### config.mk
export PLATFORM = sky130hd
export DESIGN_NAME = lcd_stream_ctrl_flat
export DESIGN_NICKNAME = d
export VERILOG_FILES = /design/src/rtl/lcd_stream_ctrl_if.sv /design/src/rtl/lcd_stream_ctrl.sv /design/src/flat_wrapper.sv
export SDC_FILE = /design/constraint.sdc
export NUM_CORES = 1
export LEC_CHECK = 0
export BUFFER_PORTS_ARGS = -buffer_cell sky130_fd_sc_hd__buf_2
export CORE_ASPECT_RATIO = 0.5
export CORE_UTILIZATION = 55
export CTS_BUF_LIST = sky130_fd_sc_hd__clkbuf_16
export CTS_CLUSTER_DIAMETER = 120
export DETAILED_ROUTE_END_ITERATION = 8
export PLACE_DENSITY = 0.75
export SETUP_SLACK_MARGIN = 0.15
export SYNTH_ARGS = -nofsm -noshare
export SYNTH_HDL_FRONTEND = slang
export SYNTH_HIERARCHICAL = 1
export SYNTH_SLANG_ARGS = --single-unit
### constraint.sdc
create_clock -name clk -period 4.2 [get_ports clk]
set_input_delay 0.42 -clock clk [delete_from_list [all_inputs] [get_ports clk]]
set_output_delay 0.42 -clock clk [all_outputs]
set_load 0.02 [all_outputs]
### src/rtl/lcd_stream_ctrl_if.sv
// Write-stream bundle from the host bridge into lcd_stream_ctrl: 9-bit entries, valid/ready.
// master = host side, slave = controller side.
interface lcd_stream_ctrl_if;
    logic       wr_valid;
    logic [8:0] wr_data;
    logic       wr_ready;

    modport master (output wr_valid, output wr_data, input  wr_ready);
    modport slave  (input  wr_valid, input  wr_data, output wr_ready);
endinterface

### src/rtl/lcd_stream_ctrl.sv
// HD44780 character-LCD stream controller with power-on init, bus pacing and input FIFO; LCD_AUTOWRAP_EN adds cursor tracking with wrap commands.
// Latency: one IDLE cycle from FIFO head to SETUP; backpressure: wr_ready low until init_done and while the FIFO is full.

module lcd_stream_fifo #(
    parameter int WIDTH = 9,
    parameter int DEPTH = 16
) (
    input  logic             clk,
    input  logic             reset_n,
    input  logic             push,
    input  logic [WIDTH-1:0] push_dat,
    input  logic             pop,
    output logic [WIDTH-1:0] pop_dat,
    output logic             full,
    output logic             empty
);
    localparam int AW  = $clog2(DEPTH);
    localparam int AW1 = AW + 1;
    localparam logic [AW-1:0] PTR_ONE  = 1;
    localparam logic [AW:0]   CNT_ONE  = 1;
    localparam logic [AW:0]   CNT_FULL = AW1'(DEPTH);

    logic [WIDTH-1:0] mem [DEPTH];
    logic [AW-1:0]    wr_ptr, rd_ptr;
    logic [AW:0]      count;
    logic             do_push, do_pop;

    assign full    = (count == CNT_FULL);
    assign empty   = (count == '0);
    assign pop_dat = mem[rd_ptr];
    assign do_pop  = pop && !empty;
    assign do_push = push && (!full || do_pop);

    always_ff @(posedge clk) begin
        if (do_push) mem[wr_ptr] <= push_dat;
    end

    always_ff @(posedge clk or negedge reset_n) begin
        if (!reset_n) begin
            wr_ptr <= '0;
            rd_ptr <= '0;
            count  <= '0;
        end else begin
            if (do_push) wr_ptr <= wr_ptr + PTR_ONE;
            if (do_pop)  rd_ptr <= rd_ptr + PTR_ONE;
            if (do_push && !do_pop)      count <= count + CNT_ONE;
            else if (!do_push && do_pop) count <= count - CNT_ONE;
        end
    end
endmodule

module lcd_stream_ctrl #(
    parameter int CLK_HZ     = 50000000,
    parameter int COLS       = 16,
    parameter int ROWS       = 2,
    parameter int FIFO_DEPTH = 16,
    parameter int INIT_MS    = 15
) (
    input  logic                 clk,
    input  logic                 reset_n,
    lcd_stream_ctrl_if.slave     wr,
    output logic                 init_done,
    output logic                 busy,
    input  logic                 bl_on,
    output logic                 lcd_rs,
    output logic                 lcd_rw,
    output logic                 lcd_en,
    output logic [7:0]           lcd_dat,
    output logic                 lcd_bl_p,
    output logic                 lcd_bl_n
);
    localparam int US_TICKS = CLK_HZ / 1000000;
    localparam logic [31:0] PWR_LAST   = 32'(INIT_MS * 1000 * US_TICKS - 1);
    localparam logic [31:0] TICK_LAST  = 32'(US_TICKS - 1);
    localparam logic [31:0] LONG_LAST  = 32'(1640 * US_TICKS - 1);
    localparam logic [31:0] SHORT_LAST = 32'(40 * US_TICKS - 1);

    typedef enum logic [2:0] {PWR_WAIT, INIT, IDLE, SETUP, EN_HI, HOLD, EXEC} state_t;

    state_t      state;
    logic [31:0] cnt;
    logic [2:0]  init_idx;
    logic        long_wait;
    logic        fifo_pop, fifo_full, fifo_empty;
    logic [8:0]  fifo_dat;
    logic        wrap_pend;
    logic [7:0]  wrap_cmd;

    function automatic logic [7:0] init_byte(input logic [1:0] i);
        case (i)
            2'd0:    return 8'h38;
            2'd1:    return 8'h0C;
            2'd2:    return 8'h06;
            default: return 8'h01;
        endcase
    endfunction

    assign wr.wr_ready = init_done && !fifo_full;
    assign fifo_pop    = (state == IDLE) && !wrap_pend && !fifo_empty;
    assign busy        = !((state == IDLE) && fifo_empty && !wrap_pend);
    assign lcd_rw      = 1'b0;
    assign lcd_bl_n    = 1'b0;

    lcd_stream_fifo #(.WIDTH(9), .DEPTH(FIFO_DEPTH)) u_fifo (
        .clk      (clk),
        .reset_n  (reset_n),
        .push     (wr.wr_valid && wr.wr_ready),
        .push_dat (wr.wr_data),
        .pop      (fifo_pop),
        .pop_dat  (fifo_dat),
        .full     (fifo_full),
        .empty    (fifo_empty)
    );

`ifdef LCD_AUTOWRAP_EN
    logic [5:0] col, col_nx;
    logic [1:0] row, row_nx;
    logic       wrap_nx;

    function automatic logic [6:0] row_base(input logic [1:0] r);
        case (r)
            2'd0:    return 7'h00;
            2'd1:    return 7'h40;
            2'd2:    return 7'h14;
            default: return 7'h54;
        endcase
    endfunction

    // Tracker follows the entry being popped; lowest matching row wins on overlap.
    always_comb begin
        col_nx  = col;
        row_nx  = row;
        wrap_nx = 1'b0;
        if (!fifo_dat[8]) begin
            if (col == 6'(COLS - 1)) begin
                col_nx  = '0;
                row_nx  = (row == 2'(ROWS - 1)) ? 2'd0 : row + 2'd1;
                wrap_nx = 1'b1;
            end else begin
                col_nx = col + 6'd1;
            end
        end else if (fifo_dat[7:0] inside {8'h01, 8'h02, 8'h03}) begin
            col_nx = '0;
            row_nx = '0;
        end else if (fifo_dat[7]) begin
            for (int r = ROWS - 1; r >= 0; r--) begin
                if (fifo_dat[6:0] >= row_base(2'(r)) &&
                    {1'b0, fifo_dat[6:0]} < ({1'b0, row_base(2'(r))} + 8'(COLS))) begin
                    row_nx = 2'(r);
                    col_nx = 6'(fifo_dat[6:0] - row_base(2'(r)));
                end
            end
        end
    end

    always_ff @(posedge clk or negedge reset_n) begin
        if (!reset_n) begin
            col       <= '0;
            row       <= '0;
            wrap_pend <= 1'b0;
        end else if (fifo_pop) begin
            col       <= col_nx;
            row       <= row_nx;
            wrap_pend <= wrap_nx;
        end else if (state == IDLE && wrap_pend) begin
            wrap_pend <= 1'b0;
        end
    end

    assign wrap_cmd = {1'b1, row_base(row)};
`else
    assign wrap_pend = 1'b0;
    assign wrap_cmd  = 8'h80;
`endif

    always_ff @(posedge clk or negedge reset_n) begin
        if (!reset_n) begin
            lcd_bl_p <= 1'b0;
        end else begin
            lcd_bl_p <= bl_on;
        end
    end

    always_ff @(posedge clk or negedge reset_n) begin
        if (!reset_n) begin
            state     <= PWR_WAIT;
            cnt       <= '0;
            init_idx  <= '0;
            init_done <= 1'b0;
            long_wait <= 1'b0;
            lcd_rs    <= 1'b0;
            lcd_en    <= 1'b0;
            lcd_dat   <= '0;
        end else begin
            case (state)
                PWR_WAIT: begin
                    if (cnt == PWR_LAST) begin
                        cnt   <= '0;
                        state <= INIT;
                    end else begin
                        cnt <= cnt + 32'd1;
                    end
                end
                INIT: begin
                    if (init_idx == 3'd4) begin
                        init_done <= 1'b1;
                        state     <= IDLE;
                    end else begin
                        lcd_rs    <= 1'b0;
                        lcd_dat   <= init_byte(init_idx[1:0]);
                        long_wait <= (init_idx == 3'd3);
                        init_idx  <= init_idx + 3'd1;
                        state     <= SETUP;
                    end
                end
                IDLE: begin
                    if (wrap_pend) begin
                        lcd_rs    <= 1'b0;
                        lcd_dat   <= wrap_cmd;
                        long_wait <= 1'b0;
                        state     <= SETUP;
                    end else if (!fifo_empty) begin
                        lcd_rs    <= !fifo_dat[8];
                        lcd_dat   <= fifo_dat[7:0];
                        long_wait <= fifo_dat[8] && (fifo_dat[7:0] inside {8'h01, 8'h02, 8'h03});
                        state     <= SETUP;
                    end
                end
                SETUP: begin
                    if (cnt == TICK_LAST) begin
                        cnt    <= '0;
                        lcd_en <= 1'b1;
                        state  <= EN_HI;
                    end else begin
                        cnt <= cnt + 32'd1;
                    end
                end
                EN_HI: begin
                    if (cnt == TICK_LAST) begin
                        cnt    <= '0;
                        lcd_en <= 1'b0;
                        state  <= HOLD;
                    end else begin
                        cnt <= cnt + 32'd1;
                    end
                end
                HOLD: begin
                    if (cnt == TICK_LAST) begin
                        cnt   <= '0;
                        state <= EXEC;
                    end else begin
                        cnt <= cnt + 32'd1;
                    end
                end
                EXEC: begin
                    if (cnt == (long_wait ? LONG_LAST : SHORT_LAST)) begin
                        cnt   <= '0;
                        state <= init_done ? IDLE : INIT;
                    end else begin
                        cnt <= cnt + 32'd1;
                    end
                end
                default: state <= PWR_WAIT;
            endcase
        end
    end
endmodule

### src/flat_wrapper.sv
// flat-port wrapper written by rule: the top's interface ports become plain ports
module lcd_stream_ctrl_flat 
#(
    parameter int CLK_HZ     = 50000000,
    parameter int COLS       = 16,
    parameter int ROWS       = 2,
    parameter int FIFO_DEPTH = 16,
    parameter int INIT_MS    = 15
)
  (clk, reset_n, init_done, busy, bl_on, lcd_rs, lcd_rw, lcd_en, lcd_dat, lcd_bl_p, lcd_bl_n, wr_wr_valid, wr_wr_data, wr_wr_ready);
  lcd_stream_ctrl_if wr_i ();
  input  logic clk;
  input  logic reset_n;
  output logic init_done;
  output logic busy;
  input  logic bl_on;
  output logic lcd_rs;
  output logic lcd_rw;
  output logic lcd_en;
  output logic [7:0] lcd_dat;
  output logic lcd_bl_p;
  output logic lcd_bl_n;
  input wire logic [$bits(wr_i.wr_valid)-1:0] wr_wr_valid;
  input wire logic [$bits(wr_i.wr_data)-1:0] wr_wr_data;
  output wire logic [$bits(wr_i.wr_ready)-1:0] wr_wr_ready;
  assign wr_i.wr_valid = wr_wr_valid;
  assign wr_i.wr_data = wr_wr_data;
  assign wr_wr_ready = wr_i.wr_ready;
  lcd_stream_ctrl #(.CLK_HZ(CLK_HZ), .COLS(COLS), .ROWS(ROWS), .FIFO_DEPTH(FIFO_DEPTH), .INIT_MS(INIT_MS)) u_core (.clk(clk), .reset_n(reset_n), .wr(wr_i), .init_done(init_done), .busy(busy), .bl_on(bl_on), .lcd_rs(lcd_rs), .lcd_rw(lcd_rw), .lcd_en(lcd_en), .lcd_dat(lcd_dat), .lcd_bl_p(lcd_bl_p), .lcd_bl_n(lcd_bl_n));
endmodule
==> results by stage, run 1 <==
Outcome:
- The run finished with clean final reports.

Routing:
- After the first detailed-routing iteration, the DRC count stood at 412.
- Dividing the detail-routed wire length by the instance count gives around 20 µm.
- After detailed routing, the number of vias per cell comes to about 5.8.
- For this block, the via count after detailed routing is roughly 5.4k.
- The DRC violation count after routing is 0.
- The count of nets left with antenna violations once routing finished came out at 0.
- Summed over all layers, the routed wires come to between 15000 and 20000 µm.
- For this run, the detailed router's first-pass iteration total came to 5.

Clocking:
- The number of clock sinks seen by CTS is ~210.
- CTS built an H-tree with a depth of 1.
- For the worst-skew pair, the clock arrives at the later sink with an insertion delay of ~490 ps.
- The number of gates given a new drive strength after cts is 0.
- In this run the post-CTS setup repair buffer count came out at 0.
- Counting the buffers created by CTS gives 19.
- Buffers inserted to repair hold after CTS numbered 0.
- The root buffer cell is sky130_fd_sc_hd__clkbuf_16.
- The TritonCTS clock tree is yes.
- The post-CTS clock slew at the launch and capture registers of the worst setup and hold paths is approximately 60 ps.
- The clock passes through at most 3 buffers.

Synthesis:
- The combined area of all synthesized cells is a little over 0.009 mm².
- The synthesized area per cell is between 10 and 15 µm².
- In the post-synthesis netlist, the cell with the most instances is sky130_fd_sc_hd__edfxtp_1.
- The top cell type by area accounts for around 47% of the synthesized area.
- Counting flops and latches in the post-synthesis netlist gives ~210.
- The part of the Yosys area used for sequential elements is 64.3%.
- The Yosys step of the flow raised 6 warnings.
- The proportion of register bits with asynchronous set or reset after synthesis is a little under a third.
- The number of synthesized flops with an enable pin is between 100 and 150.
- sky130_fd_sc_hd__edfxtp_1 takes more of the synthesized area than any other cell.
- Synthesis instantiated 65 different standard cells from the library.
- The number of instances in the synthesized netlist is roughly 650.
- By count the netlist is led by 144 x sky130_fd_sc_hd__edfxtp_1, 64 x sky130_fd_sc_hd__dfrtp_1, 53 x sky130_fd_sc_hd__nand2_1, 41 x sky130_fd_sc_hd__mux2i_1, 31 x sky130_fd_sc_hd__nor2_1.
- Ranked by total cell area, the synthesized netlist is headed by sky130_fd_sc_hd__edfxtp_1 47%, sky130_fd_sc_hd__dfrtp_1 17%, sky130_fd_sc_hd__mux2i_1 4.5%.
- The primary flip-flop cell chosen by synthesis mapping is sky130_fd_sc_hd__edfxtp_1.

Die:
- Row generation in the floorplan step produced 33 rows.
- The die covers roughly 0.017 mm².
- In this run the vertical extent of the chip is a little over 90 µm.
- For this design the top-level I/O count stands at 29.
- The initial core utilization is around 56%.
- The core region is around 0.016 mm².
- The die outline width is approximately 190 µm.

Pwr:
- Summed over all cells, the static leakage comes to approximately 3.6 nW.
- The worst ir drop on vdd is approximately 0.00025 V.
- The power per cell area is 378 mW/mm².

Timing:
- In this run the tightest slew margin relative to its limit is between 20% and 30%.
- The max-slew violation count is 0.
- The shortest clock period the worst path allows after layout is 3400 ps.
- The actual slew at the worst max-slew pin is 1100 ps.
- The timing-limited maximum frequency is a little under 300 MHz.
- In the finished design, the share of the clock period the worst path needs comes to just over 80%.
- Setup violations remaining at the end of the flow were counted as 0.
- The number of failing hold endpoints at the final stage is 0.
- Setup repair after global routing left no endpoint under its margin.
- The worst-case clock skew is roughly 6.4 ps.
- Adding up every negative setup slack in the final design gives 0 ps.

Final layout:
- At the end of the flow the core is filled with cells to between 60% and 70%.
- The relative area change from synthesis to final layout is 10.2%.
- The filler cells instantiated in the layout total 1225.
- Cells with a size suffix above 1 make up about 16% of the layout.
- At the end of the flow, the number of nets in the layout was 708.
- The repair_antennas step left the layout with diodes totalling 0.

Worst setup path:
- The critical path class is reg2reg.
- The sort of element at the start of the critical path is a flip-flop.
- The critical path required time is around 4600 ps.
- In this run the worst path has a maximum fanout of 14.
- The capturing element type of the critical path is a flip-flop.
- The data arrival time of the critical path is ~3800 ps.

Global routing:
- The first global-routing pass estimated between 20000 and 30000 µm of wire.
- After global routing the overflow that remains totals 0.
- The initial antenna violation count is 0.
- Across every metal layer, demand over resource in global routing totals about 22%.
- The via count of the first global-routing pass was about 5.2k.
- The maximum number of pins on one net before global-route repair is 47.

Placed design:
- The final weighted congestion in routability-driven placement is about 0.9.
- Summed over all nets, the half-perimeter wirelength after detailed placement is ~12000 µm.
- The count of input and output buffers is 26.

Worst hold path:
- The path class of the lowest-slack min-delay path is in2reg.

Run:
- The reported max-cap violation count is 0.
[state kept, by name, summed over array words and instances (netlist names), 3 cells and up]
register	flops
u_core/u_fifo/rd_ptr	4
u_core/state	3
u_core/init_idx	3
u_core/u_fifo/wr_ptr	4
u_core/u_fifo/count	5
u_core/lcd_dat	8
u_core/cnt	32
u_core/u_fifo/mem	144
[power by group]
part	leakage [nW]	total, mW	internal (mW)	switching (mW)
clock	0.301	1.60	0.886	0.718
combinational	1.20	0.0389	0.00500	0.0339
sequential	2.13	2.20	2.20	0.0000864
[layout by cell type, fill, tap and decap left out, types with 3 or more instances in the layout]
cell                        netlist  routed
sky130_fd_sc_hd__edfxtp_1       144     144
sky130_fd_sc_hd__a21oi_1         11      11
sky130_fd_sc_hd__inv_1           15      20
sky130_fd_sc_hd__xor2_1           9       9
sky130_fd_sc_hd__o21ai_0         19      19
sky130_fd_sc_hd__and3_1           9       9
sky130_fd_sc_hd__nand2_1         53      53
sky130_fd_sc_hd__nor4_1           4       4
sky130_fd_sc_hd__o21ai_1         10      10
sky130_fd_sc_hd__clkinv_2         0       4
sky130_fd_sc_hd__xnor2_1         30      30
sky130_fd_sc_hd__buf_4            6      15
sky130_fd_sc_hd__a221oi_1        18      18
sky130_fd_sc_hd__dfrtp_1         64      63
sky130_fd_sc_hd__nor3_1          15      15
sky130_fd_sc_hd__clkbuf_16        0      19
sky130_fd_sc_hd__nor2b_1          6       6
sky130_fd_sc_hd__nor2_1          31      31
sky130_fd_sc_hd__nand3_1         24      24
sky130_fd_sc_hd__mux4_2          18      18
sky130_fd_sc_hd__a22o_1           3       3
sky130_fd_sc_hd__nand2b_1         3       3
sky130_fd_sc_hd__nand4_1          7       7
sky130_fd_sc_hd__and2_1           3       3
sky130_fd_sc_hd__clkinv_1         1       5
sky130_fd_sc_hd__ha_1            17      17
sky130_fd_sc_hd__and4_1           3       3
sky130_fd_sc_hd__mux2i_1         41      41
sky130_fd_sc_hd__buf_2           10      26
sky130_fd_sc_hd__nor4_2           4       4
sky130_fd_sc_hd__a22oi_1          9       9
[logic make-up after synthesis]
family                   share of synthesized area [%]
AO/OA/AOI/OAI                                     7.17
flip-flops                                        64.3
buffers and inverters                             2.50
adder cells (fa/ha/maj)                           2.53
multiplexers                                      9.10
other                                           0.0407
XOR/XNOR                                          3.71
AND/OR/NAND/NOR                                   10.6
[path summary, 6_finish.rpt]
kind,to,from,cells past startpoint,slack [ps]
worst max-delay path,u_core/u_fifo/count[4],u_core/state[0],12,800
worst min register to register,u_core/lcd_dat[1],u_core/lcd_dat[1],2,490
min in group asynchronous,u_core/cnt[2],reset_n,1,110
max in group asynchronous,u_core/u_fifo/wr_ptr[2],reset_n,2,3260
worst max register to register,u_core/u_fifo/count[4],u_core/state[0],12,800
worst min-delay path,u_core/lcd_bl_p,bl_on,1,30
[layer usage]
layer / up-vias / part of all wire, % / track usage (%)
met1: 2672 / 44 / 30.7
met3: 26 / 6.9 / 4.40
li1: 2492 / - / -
met2: 166 / 47 / 36.7
met4: 0 / 1.7 / 4.89
met5: - / 0 / 0
[critical path: stages (launching register included)]
cell and delay, ps:
sky130_fd_sc_hd__dfrtp_1 540, sky130_fd_sc_hd__nor3b_2 240, sky130_fd_sc_hd__buf_4 230, sky130_fd_sc_hd__nor2b_1 420, sky130_fd_sc_hd__o31a_1 200, sky130_fd_sc_hd__buf_4 200, sky130_fd_sc_hd__ha_1 190, sky130_fd_sc_hd__inv_1 110
sky130_fd_sc_hd__fa_1 420, sky130_fd_sc_hd__a21o_1 210, sky130_fd_sc_hd__a21oi_1 190, sky130_fd_sc_hd__mux2i_1 240, sky130_fd_sc_hd__xnor2_1 130
[layout make-up]
class                   instances  area [µm²]  area share, %
well taps                     227         284           2.80
repair buffers                 41         243           2.39
flip-flops and latches        208        5930           58.4
inverters                      17        63.8          0.629
clock buffers                  19         475           4.69
clock inverters                15        92.6          0.913
multi-input cells             390        3060           30.1
[metrics by stage]
stage	power [mW]	hold slack, ps	cells	area [µm²]	setup slack (ps)
3_3_place_gp	2.28	467	883	9580	1030
6_report	3.84	32.6	917	10100	803
2_1_floorplan	2.24	124	648	9210	1240
4_1_cts	3.88	19.6	917	10100	817
5_1_grt	3.96	17.3	917	10100	545
3_5_place_dp	2.28	479	883	9580	837
(Power assumes the default switching activity.)
==> inputs of run 2 (changes only) <==
clock period = 3.5 ns   (was 4.2 ns; I/O delays follow)
==> run 2 against run 1 <==
  * Final cell count is the same
  * Sequential share of layout area shrank 0.072 points
  * Maximum frequency grew 10%
  * Clock-buffer cell count is the same
  * Cell area grew 0.12%
  * Total power grew 20%
  * Combinational power grew 27%
  * Utilization grew 0.076 points
  * First-iteration DRC count shrank 7.8%
  * Critical path depth is the same
  * Register-to-register slack lost 390 ps
  * Routed wire length shrank 1.4%
==> results by stage, run 2 (synthesis results as in run 1) <==
Pwr:
- For this design the ratio of total power to cell area is 453 mW/mm².
- The worst ir drop on vdd is about 0.00032 V.
- Summing internal, switching and leakage power gives roughly 4.6 mW.
- In this run the static leakage power is approximately 3.6 nW.

Routing:
- The routed via count divided by cell count is a little under 6.
- The number of detailed-routing iterations run before antenna repair is 5.
- In the routed design, unresolved DRC markers number 0.
- The sum of routed wire length over all layers is between 15000 and 20000 µm.
- The detail route stage leaves a number of antenna-violating nets equal to 0.
- The detailed-route via count is about 5.4k.
- The average wire per standard cell is about 20 µm.
- The iteration-0 DRC count of the detailed router is between 300 and 400.

Global routing:
- The via count of the first global-routing pass is roughly 5.3k.
- The global-route wire length before repair is about 28000 µm.
- The initial antenna violation count came to 0.
- Global routing finished with a remaining overflow of 0.
- Entering global routing, the biggest net connects 26 pins.
- Global routing used 21.7% of the available tracks.

Timing:
- Based on the critical path, the design can be clocked at up to 324 MHz.
- On the final layout, the worst clock skew is a little under 8 ps.
- The accumulated negative setup slack is 0 ps.
- The worst path uses roughly nine tenths of the clock period.
- At the pin with the least slew margin, the transition time is roughly 1100 ps.
- The worst path needs between 3000 and 4000 ps of the cycle, external delays included.
- The final setup slack of the worst path is 411 ps.
- The max-slew violation count is 0.
- The number of failing hold endpoints at the final stage is 0.
- The final-report setup violation count is 0.
- The normalized max-slew margin is roughly 28%.
- Setup repair after global routing left no endpoint under its margin.

Worst setup path:
- The register-to-register path setup slack is slightly above 400 ps.
- Walking the worst path, the cells encountered are or4_4, nor2_2, nor2b_1, o21a_1, inv_1, ha_1, inv_1, fa_1, a21o_1, a21oi_1, mux2i_1, xnor2_1.
- Along the worst path, the maximum fanout reaches 6.
- The sort of element at the start of the critical path is a flip-flop.
- The capturing element type of the critical path is a flip-flop.
- The destination of the critical timing path is u_core/u_fifo/count[4].
- For the worst flop-to-flop path, the logic depth is 12.
- The beginning of the critical path is u_core/u_fifo/count[0].
- STA puts the critical path data arrival time at approximately 3500 ps.
- At the worst endpoint, the required time is 3920 ps.
- The reg-to-reg endpoint is u_core/u_fifo/count[4].
- The library cell appearing most often on the critical path is sky130_fd_sc_hd__inv_1.
- The critical path class is reg2reg.
- The longest individual stage delay on the worst path is between 500 and 600 ps.
- The startpoint identified for the worst register-to-register timing path is u_core/u_fifo/count[0].
- The critical-path cell with the highest stage delay is sky130_fd_sc_hd__or4_4.

Final layout:
- The top cell types in the final layout, fill and taps aside, are 144 x sky130_fd_sc_hd__edfxtp_1, 63 x sky130_fd_sc_hd__dfrtp_1, 53 x sky130_fd_sc_hd__nand2_1.
- The post-route netlist has between 10% and 20% of its cells at a drive strength greater than 1.
- The flip-flop count of the largest register after layout is between 100 and 150.
- The largest registers in the layout are u_core/u_fifo/mem (144), u_core/cnt (32), u_core/lcd_dat (8).
- The net count of the finished layout is just over 700.
- The relative area change from synthesis to final layout is 10.3%.
- Fill cells in the final layout number approximately 1.2k.
- The final cell count without fillers is approximately 920.
- The register with the highest flop count is u_core/u_fifo/mem.
- Cells fill 62.0% of the core in the end.
- The number of diodes is 0.
- The most common library cell in the layout ignoring fill and taps is sky130_fd_sc_hd__edfxtp_1.

Die:
- The standard cell core area is around 0.016 mm².
- 29 I/O pins were placed.
- Measured along the y axis, the die boundary spans between 90 and 100 µm.
- The die is between 150 and 200 µm wide.
- The number of placement rows is 33.
- The total die area is around 0.017 mm².
- The initial utilization of the core area, before any placement, comes to a little under three fifths.

Run:
- Across the run, the number of max-cap violations was 0.

Placed design:
- The final weighted congestion in routability-driven placement is between 0.8 and 0.9.
- The count of input and output buffers is 26.
- The sum of net half-perimeters after detailed placement is between 10000 and 15000 µm.
- The cell total after placement is about 900.
- At the placement stage, the worst setup path has a slack of 402 ps.

Outcome:
- The run finished with clean final reports.

Clocking:
- For the worst-skew pair, the clock arrives at the later sink with an insertion delay of 490 ps.
- In this run, CTS created clock tree buffers numbering 19.
- The root buffer cell is sky130_fd_sc_hd__clkbuf_16.
- The TritonCTS clock tree is yes.
- CTS built an H-tree with a depth of 1.
- After clock tree synthesis, the clock-pin slew on the worst setup and hold paths is about 70 ps.
- Counting along the longest clock path gives a buffer depth of 3.
- The tree built by TritonCTS fans out to approximately 210 sinks.

Worst hold path:
- The worst hold path startpoint is wr_wr_data[4].
- The path class of the lowest-slack min-delay path is in2reg.
-- run 2: changes by cell type in the layout (fill, tap and decap cells not counted) --
cell / before / now
sky130_fd_sc_hd__dlygate4sd3_1: 0 / 2
sky130_fd_sc_hd__clkinv_2: 4 / 2
sky130_fd_sc_hd__inv_1: 20 / 18
sky130_fd_sc_hd__nor2_1: 31 / 30
sky130_fd_sc_hd__clkinv_1: 5 / 7
sky130_fd_sc_hd__nor2_2: 1 / 2
-- run 2: cell type report --
type	instances	area (µm²)	share of cell area [%]
Clock inverter	13	82.6	0.813
Clock buffer	19	475	4.68
Timing Repair Buffer	43	263	2.59
Multi-Input combinational cell	390	3060	30.1
Sequential cell	208	5930	58.4
Tap cell	227	284	2.80
Inverter	17	63.8	0.628
-- run 2: per-stage QoR --
step | hold WS (ps) | area (µm²)
final | 249 | 10200
after global routing | 248 | 10200
after CTS | 232 | 10200
after detailed placement | 328 | 9580
after global placement | 329 | 9580
after floorplan | 54.4 | 9210
-- run 2: power breakdown --
part | switching [mW] | internal (mW)
clock | 0.858 | 1.06
combinational | 0.0413 | 0.00814
sequential | 0.0000917 | 2.64
total | 0.899 | 3.70
-- run 2: timing repair --
action                     in CTS  in global routing
gates resized for setup         0                  1
setup endpoints to repair       0                  1
buffers inserted                0                  0
hold buffers                    2                  0
hold endpoints to repair       20                  0
-- run 2: worst max-delay path, delay by kind of cell, from the launching register on --
kind                     cells  cell delay [ps]
AND/OR/NAND/NOR              3              820
flip-flops                   1              430
adder cells (fa/ha/maj)      2              600
AO/OA/AOI/OAI                3              560
multiplexers                 1              240
buffers and inverters        2              230
XOR/XNOR                     1              130
-- run 2: worst min-delay path by stage --
stage	cells after the start	to	slack, ps
3_5_place_dp	1	u_core/cnt[5]	330
3_3_place_gp	1	u_core/cnt[5]	330
4_1_cts	1	u_core/u_fifo/mem[13][4]	230
2_1_floorplan	0	u_core/cnt[0]	50
5_1_grt	1	u_core/u_fifo/mem[4][2]	250
6_report	1	u_core/u_fifo/mem[13][4]	250
-- run 2: metal layers --
| layer | vias to the layer above | wire, µm | track usage, % |
|---|---|---|---|
| met3 | 28 | 1130 | 3.93 |
| met5 | - | 0 | 0 |
| met4 | 0 | 323 | 5.30 |
| met2 | 158 | 8500 | 35.4 |
| li1 | 2503 | - | - |
| met1 | 2720 | 8130 | 30.5 |
